File: src/rtl/fifo_nibble_packer_if.sv
// Bundles the FIFO read side, the flush request and the packed-word handshake.
// master = the packer, slave = its surroundings (FIFO, writer monitor, consumer).
interface fifo_nibble_packer_if #(
    parameter int WIDTH = 4,
    parameter int LANES = 4,
    parameter int CW    = $clog2(LANES + 1)
);
    logic                   empty;
    logic                   fifo_wr;
    logic [WIDTH-1:0]       rdata;
    logic                   rd;
    logic                   flush;
    logic [WIDTH*LANES-1:0] out_data;
    logic [CW-1:0]          out_count;
    logic                   out_valid;
    logic                   out_ready;
    logic                   busy;

    modport master (
        input  empty, fifo_wr, rdata, flush, out_ready,
        output rd, out_data, out_count, out_valid, busy
    );

    modport slave (
        output empty, fifo_wr, rdata, flush, out_ready,
        input  rd, out_data, out_count, out_valid, busy
    );
endinterface

File: src/rtl/fifo_nibble_packer.sv
// Drains a narrow FIFO one word at a time and packs LANES words into one wide
// word on a valid/ready handshake; flush emits a partially filled word.
//
//  state | meaning
//  FETCH | read the FIFO when it has data and no write is in progress
//  WAIT  | read in flight; rdata lands in lane[count]
//  OUT   | packed word held on out_data/out_count until out_ready
module fifo_nibble_packer #(
    parameter int WIDTH = 4,
    parameter int LANES = 4,
    parameter int CW    = $clog2(LANES + 1)
) (
    input logic                  clk,
    input logic                  rst,
    fifo_nibble_packer_if.master bus
);
    typedef enum logic [1:0] {FETCH, WAIT, OUT} state_t;

    state_t                 r_state;
    logic [CW-1:0]          r_count;
    logic [WIDTH*LANES-1:0] r_buf;
    logic                   r_flush_pend;
    logic                   r_out_valid;

    logic                   w_rd;
    logic                   w_flush_req;
    logic [CW-1:0]          w_count_inc;
    logic                   w_last_lane;

    // Gated by reset so a non-empty FIFO is never read while held in reset.
    assign w_rd        = rst && (r_state == FETCH) && !bus.empty && !bus.fifo_wr;
    assign w_flush_req = bus.flush || r_flush_pend;
    assign w_count_inc = r_count + 1'b1;
    assign w_last_lane = (w_count_inc == CW'(LANES));

    assign bus.rd        = w_rd;
    assign bus.out_data  = r_buf;
    assign bus.out_count = r_count;
    assign bus.out_valid = r_out_valid;
    assign bus.busy      = (r_state != FETCH) || (r_count != '0);

    always_ff @(posedge clk or negedge rst) begin
        if (!rst) begin
            r_state      <= FETCH;
            r_count      <= '0;
            r_buf        <= '0;
            r_flush_pend <= 1'b0;
            r_out_valid  <= 1'b0;
        end else begin
            case (r_state)
                FETCH: begin
                    if (w_rd) begin
                        r_state <= WAIT;
                    end else if (w_flush_req) begin
                        if (r_count != '0) begin
                            r_state     <= OUT;
                            r_out_valid <= 1'b1;
                        end else begin
                            r_flush_pend <= 1'b0;
                        end
                    end
                end
                WAIT: begin
                    for (int i = 0; i < LANES; i++) begin
                        if (r_count == CW'(i)) begin
                            r_buf[i*WIDTH +: WIDTH] <= bus.rdata;
                        end
                    end
                    r_count <= w_count_inc;
                    if (bus.flush) begin
                        r_flush_pend <= 1'b1;
                    end
                    if (w_last_lane || w_flush_req) begin
                        r_state     <= OUT;
                        r_out_valid <= 1'b1;
                    end else begin
                        r_state <= FETCH;
                    end
                end
                OUT: begin
                    if (bus.out_ready) begin
                        r_buf        <= '0;
                        r_count      <= '0;
                        r_flush_pend <= 1'b0;
                        r_out_valid  <= 1'b0;
                        r_state      <= FETCH;
                    end
                end
                default: r_state <= FETCH;
            endcase
        end
    end
endmodule
File: src/flat_wrapper.sv
// flat-port wrapper written by rule: the top's interface ports become plain ports
module fifo_nibble_packer_flat 
#(
    parameter int WIDTH = 4,
    parameter int LANES = 4,
    parameter int CW    = $clog2(LANES + 1)
)
  (clk, rst, bus_empty, bus_fifo_wr, bus_rdata, bus_flush, bus_out_ready, bus_rd, bus_out_data, bus_out_count, bus_out_valid, bus_busy);
  fifo_nibble_packer_if #(.WIDTH(WIDTH), .LANES(LANES), .CW(CW)) bus_i ();
  input logic clk;
  input logic rst;
  input wire logic [$bits(bus_i.empty)-1:0] bus_empty;
  input wire logic [$bits(bus_i.fifo_wr)-1:0] bus_fifo_wr;
  input wire logic [$bits(bus_i.rdata)-1:0] bus_rdata;
  input wire logic [$bits(bus_i.flush)-1:0] bus_flush;
  input wire logic [$bits(bus_i.out_ready)-1:0] bus_out_ready;
  output wire logic [$bits(bus_i.rd)-1:0] bus_rd;
  output wire logic [$bits(bus_i.out_data)-1:0] bus_out_data;
  output wire logic [$bits(bus_i.out_count)-1:0] bus_out_count;
  output wire logic [$bits(bus_i.out_valid)-1:0] bus_out_valid;
  output wire logic [$bits(bus_i.busy)-1:0] bus_busy;
  assign bus_i.empty = bus_empty;
  assign bus_i.fifo_wr = bus_fifo_wr;
  assign bus_i.rdata = bus_rdata;
  assign bus_i.flush = bus_flush;
  assign bus_i.out_ready = bus_out_ready;
  assign bus_rd = bus_i.rd;
  assign bus_out_data = bus_i.out_data;
  assign bus_out_count = bus_i.out_count;
  assign bus_out_valid = bus_i.out_valid;
  assign bus_busy = bus_i.busy;
  fifo_nibble_packer #(.WIDTH(WIDTH), .LANES(LANES), .CW(CW)) u_core (.clk(clk), .rst(rst), .bus(bus_i));
endmodule
File: config.mk
export PLATFORM = sky130hd
export DESIGN_NAME = fifo_nibble_packer_flat
export DESIGN_NICKNAME = d
export VERILOG_FILES = /design/src/rtl/fifo_nibble_packer_if.sv /design/src/rtl/fifo_nibble_packer.sv /design/src/flat_wrapper.sv
export SDC_FILE = /design/constraint.sdc
export NUM_CORES = 1
export LEC_CHECK = 0
export ABC_AREA = 1
export CAP_MARGIN = 10
export CORE_MARGIN = 8
export CORE_UTILIZATION = 46
export DETAILED_ROUTE_END_ITERATION = 8
export PLACE_DENSITY = 0.77
export REMOVE_ABC_BUFFERS = 1
export SLEW_MARGIN = 20
export SYNTH_ARGS = -nofsm -noshare
export SYNTH_HDL_FRONTEND = slang
export SYNTH_SLANG_ARGS = --single-unit
export TNS_END_PERCENT = 20
File: constraint.sdc
create_clock -name clk -period 1.6 [get_ports clk]
set_input_delay 0.32 -clock clk [delete_from_list [all_inputs] [get_ports clk]]
set_output_delay 0.32 -clock clk [all_outputs]
set_load 0.02 [all_outputs]
==> reports/qor.yml <==
ff_latch_area_sq_um: 575.6
detail_route.wl_per_cell_um: 13.33
grt_start_max_net_pins: 24
finalClockSkew_ns: 0.003871
violated_checks: "negative setup slack"
power.density_nw_per_um2: 1853
placed_cell_area_sq_um: 1575
clock_sinks: 23
post_route_cells_drive_above_1_share_pct: 23.86
synthesis.instances: 128
yosysWarnings: 0
routed_via_density: 4.796
grt_antenna_before_repair: 0
outcome: "finished with violations"
post-synth-top-area-fraction_pct: 50.94
final_nets: 192
layout_setup_ws_ns: -0.006851
grt_pass1_vias: 1002
cp_dominant_cell_by_count: "sky130_fd_sc_hd__inv_2"
cellLeakagePower_nw: 0.8327
max_slew.worst_pin.slew_ns: 0.3329
crit_path_max_fanout: 2
width_of_the_die_um: 65.56
maxSlewHeadroom_pct: 77.80
multiInputGateArea_sq_um: 526.8
gr-total-overflow: 0
grtUsageTotal_pct: 13.25
fillerInstances: 201
yosysTopAreaCell: "sky130_fd_sc_hd__dfrtp_1"
timing.setup.critical_path_class: "reg -> out"
synth_seq_cells: 23
layout_common_cells: "sky130_fd_sc_hd__nand2_1, sky130_fd_sc_hd__dfrtp_1, sky130_fd_sc_hd__dlygate4sd2_1"
clk_pin_slew_ns: 0.12
cts.hold.buffers_added: 0
cts_root_buf: "sky130_fd_sc_hd__clkbuf_4"
placement_rows: 18
ant_nets: 0
fin_crit_period_ns: 1.607
fp.dieH_um: 65.56
setup.worst_path.start_class: "register"
detailroute.via_count: 988
synth_area_sq_um: 1130
cts.path.max_buffers: 2
ioPinCount: 32
grt_setup_unrepaired: "yes"
preCtsSetupSlack_ns: -0.4283
setup_violations: 1
floorplan.initialDensity_pct: 46.88
buffer_ports.inserted: 31
clkLatencyLatePin_ns: 0.31
global_route_wire_length_before_repair_um: 4554
fin_tns_setup_ns: -0.006851
worst_hold_path_type: "in -> async"
clock.fmax_mhz: 622.3
drtIter0Drc: 42
synth_area_per_cell_sq_um: 8.827
die_area_sq_um: 4298
cts_inserted_buffers: 3
syn_to_final_growth_pct: 41.97
cts_tree: "yes"
final_common_cell: "sky130_fd_sc_hd__nand2_1"
path_cells: "inv_2 -> ha_4 -> inv_2 -> nor2_4 -> nand2_2 -> buf_6"
cts_setup_buffers: 0
worst_stage_delay_on_the_critical_path_ns: 0.41
totalWireLength_um: 2747
final_min_period_over_clock_period_pct: 100.4
slew_violations: 0
worst_ir_drop_vdd_mv: 1.125
crit_path_end_kind: "output pin"
synth_seq_area_share_pct: 50.94
max_cap_viol_count: 0
drc: 0
drt-pass1-iter-count: 4
finalWeightedCongestion: 0.8251
worst-endpoint-arrival_ns: 1.29
final-hold-violation-count: 0
cts_max_level: 1
cp_data_required_time_ns: 1.28
synth_top_cells_by_area: "sky130_fd_sc_hd__dfrtp_1, sky130_fd_sc_hd__nand2_1, sky130_fd_sc_hd__ha_1, sky130_fd_sc_hd__o21ai_0, sky130_fd_sc_hd__nor2_1"
family_with_the_most_delay_on_the_worst_path: "flip-flops"
antennaDiodeCount: 0
post_dp_hpwl_um: 2238
fp.coreArea_sq_um: 2410
synth_cell_types: 19
critPathBufInv: 3
fin_area_sq_um: 1604
timing.critical_path.slowest_stage_cell: "sky130_fd_sc_hd__dfrtp_1"
==> worst reg2reg max path, stage by stage (launching register included) <==
cell and delay (ns):
sky130_fd_sc_hd__dfrtp_1 0.41, sky130_fd_sc_hd__buf_4 0.15, sky130_fd_sc_hd__ha_1 0.19, sky130_fd_sc_hd__ha_1 0.17
sky130_fd_sc_hd__inv_1 0.08, sky130_fd_sc_hd__nand2_1 0.07, sky130_fd_sc_hd__nor2_1 0.13, sky130_fd_sc_hd__nor2_1 0.07
sky130_fd_sc_hd__nand2_1 0.06, sky130_fd_sc_hd__nand2_1 0.05, sky130_fd_sc_hd__nand2_1 0.06
==> state kept, by name, summed over array words and instances, names as in the netlist <==
name / count
u_core.bus.out_valid: 1
u_core.r_flush_pend: 1
u_core.bus.out_data: 16
u_core.r_state: 2
u_core.bus.out_count: 3
==> cell usage after synthesis (all sizes together) <==
cell and n:
o21ai 14, nand3b 1, ha 5, o22ai 1
nand2 37, a21oi 9, and2 1, inv 14
nand3 4, dfrtp 23, nor2 19
==> metrics by stage <==
| step | utilization [%] | power (mW) | hold slack (ns) | std cells |
|---|---|---|---|---|
| 6_report | 66.56 | 2.973 | 0.4416 | 206 |
| 2_1_floorplan | - | 1.933 | 0.02441 | 128 |
| 3_5_place_dp | 65.37 | 2.829 | 0.4745 | 202 |
| 4_1_cts | 65.37 | 2.912 | 0.4593 | 206 |
| 5_1_grt | 66.56 | 3.197 | 0.4806 | 206 |
| 3_3_place_gp | 65.37 | 2.773 | 0.4554 | 202 |
==> per-layer routing <==
layer	wire [um]	global-route usage, %
met3	154	3.741
met2	1453	23.99
met4	13	4.087
met1	1125	14.55
met5	0	0
==> what timing repair did <==
| item | CTS | global route |
|---|---|---|
| setup endpoints to repair | 22 | 2 |
| hold endpoints to repair | 0 | 0 |
| pin swaps | 0 | 3 |
| resized for setup | 30 | 10 |
==> layout make-up <==
type	instances	share of cell area (%)
Inverter	14	3.432
Timing Repair Buffer	44	23.79
Clock buffer	3	1.404
Clock inverter	1	0.3120
Sequential cell	23	35.88
Tap cell	30	2.340
Multi-Input combinational cell	91	32.84
==> power breakdown <==
| group | switching (mW) | internal [mW] | total [mW] |
|---|---|---|---|
| Clock | 0.170 | 0.0933 | 0.264 |
| Sequential | 0.135 | 0.831 | 0.966 |
| Combinational | 1.03 | 0.712 | 1.74 |
| Total | 1.34 | 1.64 | 2.97 |
==> worst paths after layout <==
| check | from | end | slack (ns) | depth (start not counted) |
|---|---|---|---|---|
| min in group clk | u_core.bus.out_valid | u_core.bus.out_valid | 0.50 | 2 |
| min reg2reg | u_core.bus.out_valid | u_core.bus.out_valid | 0.50 | 2 |
| max reg2reg | u_core.bus.out_count[0] | u_core.bus.out_valid | 0.11 | 10 |
| max | u_core.bus.out_count[1] | bus_busy | -0.007 | 6 |
| min | rst | u_core.bus.out_data[2] | 0.44 | 2 |
| max in group asynchronous | rst | u_core.bus.out_count[2] | 0.93 | 2 |
==> cells by family (layout without fill, tap and decap cells) <==
group / count (synthesis) / count (layout) / share of synthesized area (%)
AOI/OAI and AO/OA: 24 / 24 / 12.40
DFF: 23 / 23 / 50.94
adders and majority gates: 5 / 5 / 5.537
and+or+nand+nor: 62 / 62 / 26.25
buffers and inverters: 14 / 62 / 4.873
No activity file was read; power rests on OpenSTA's default activity.
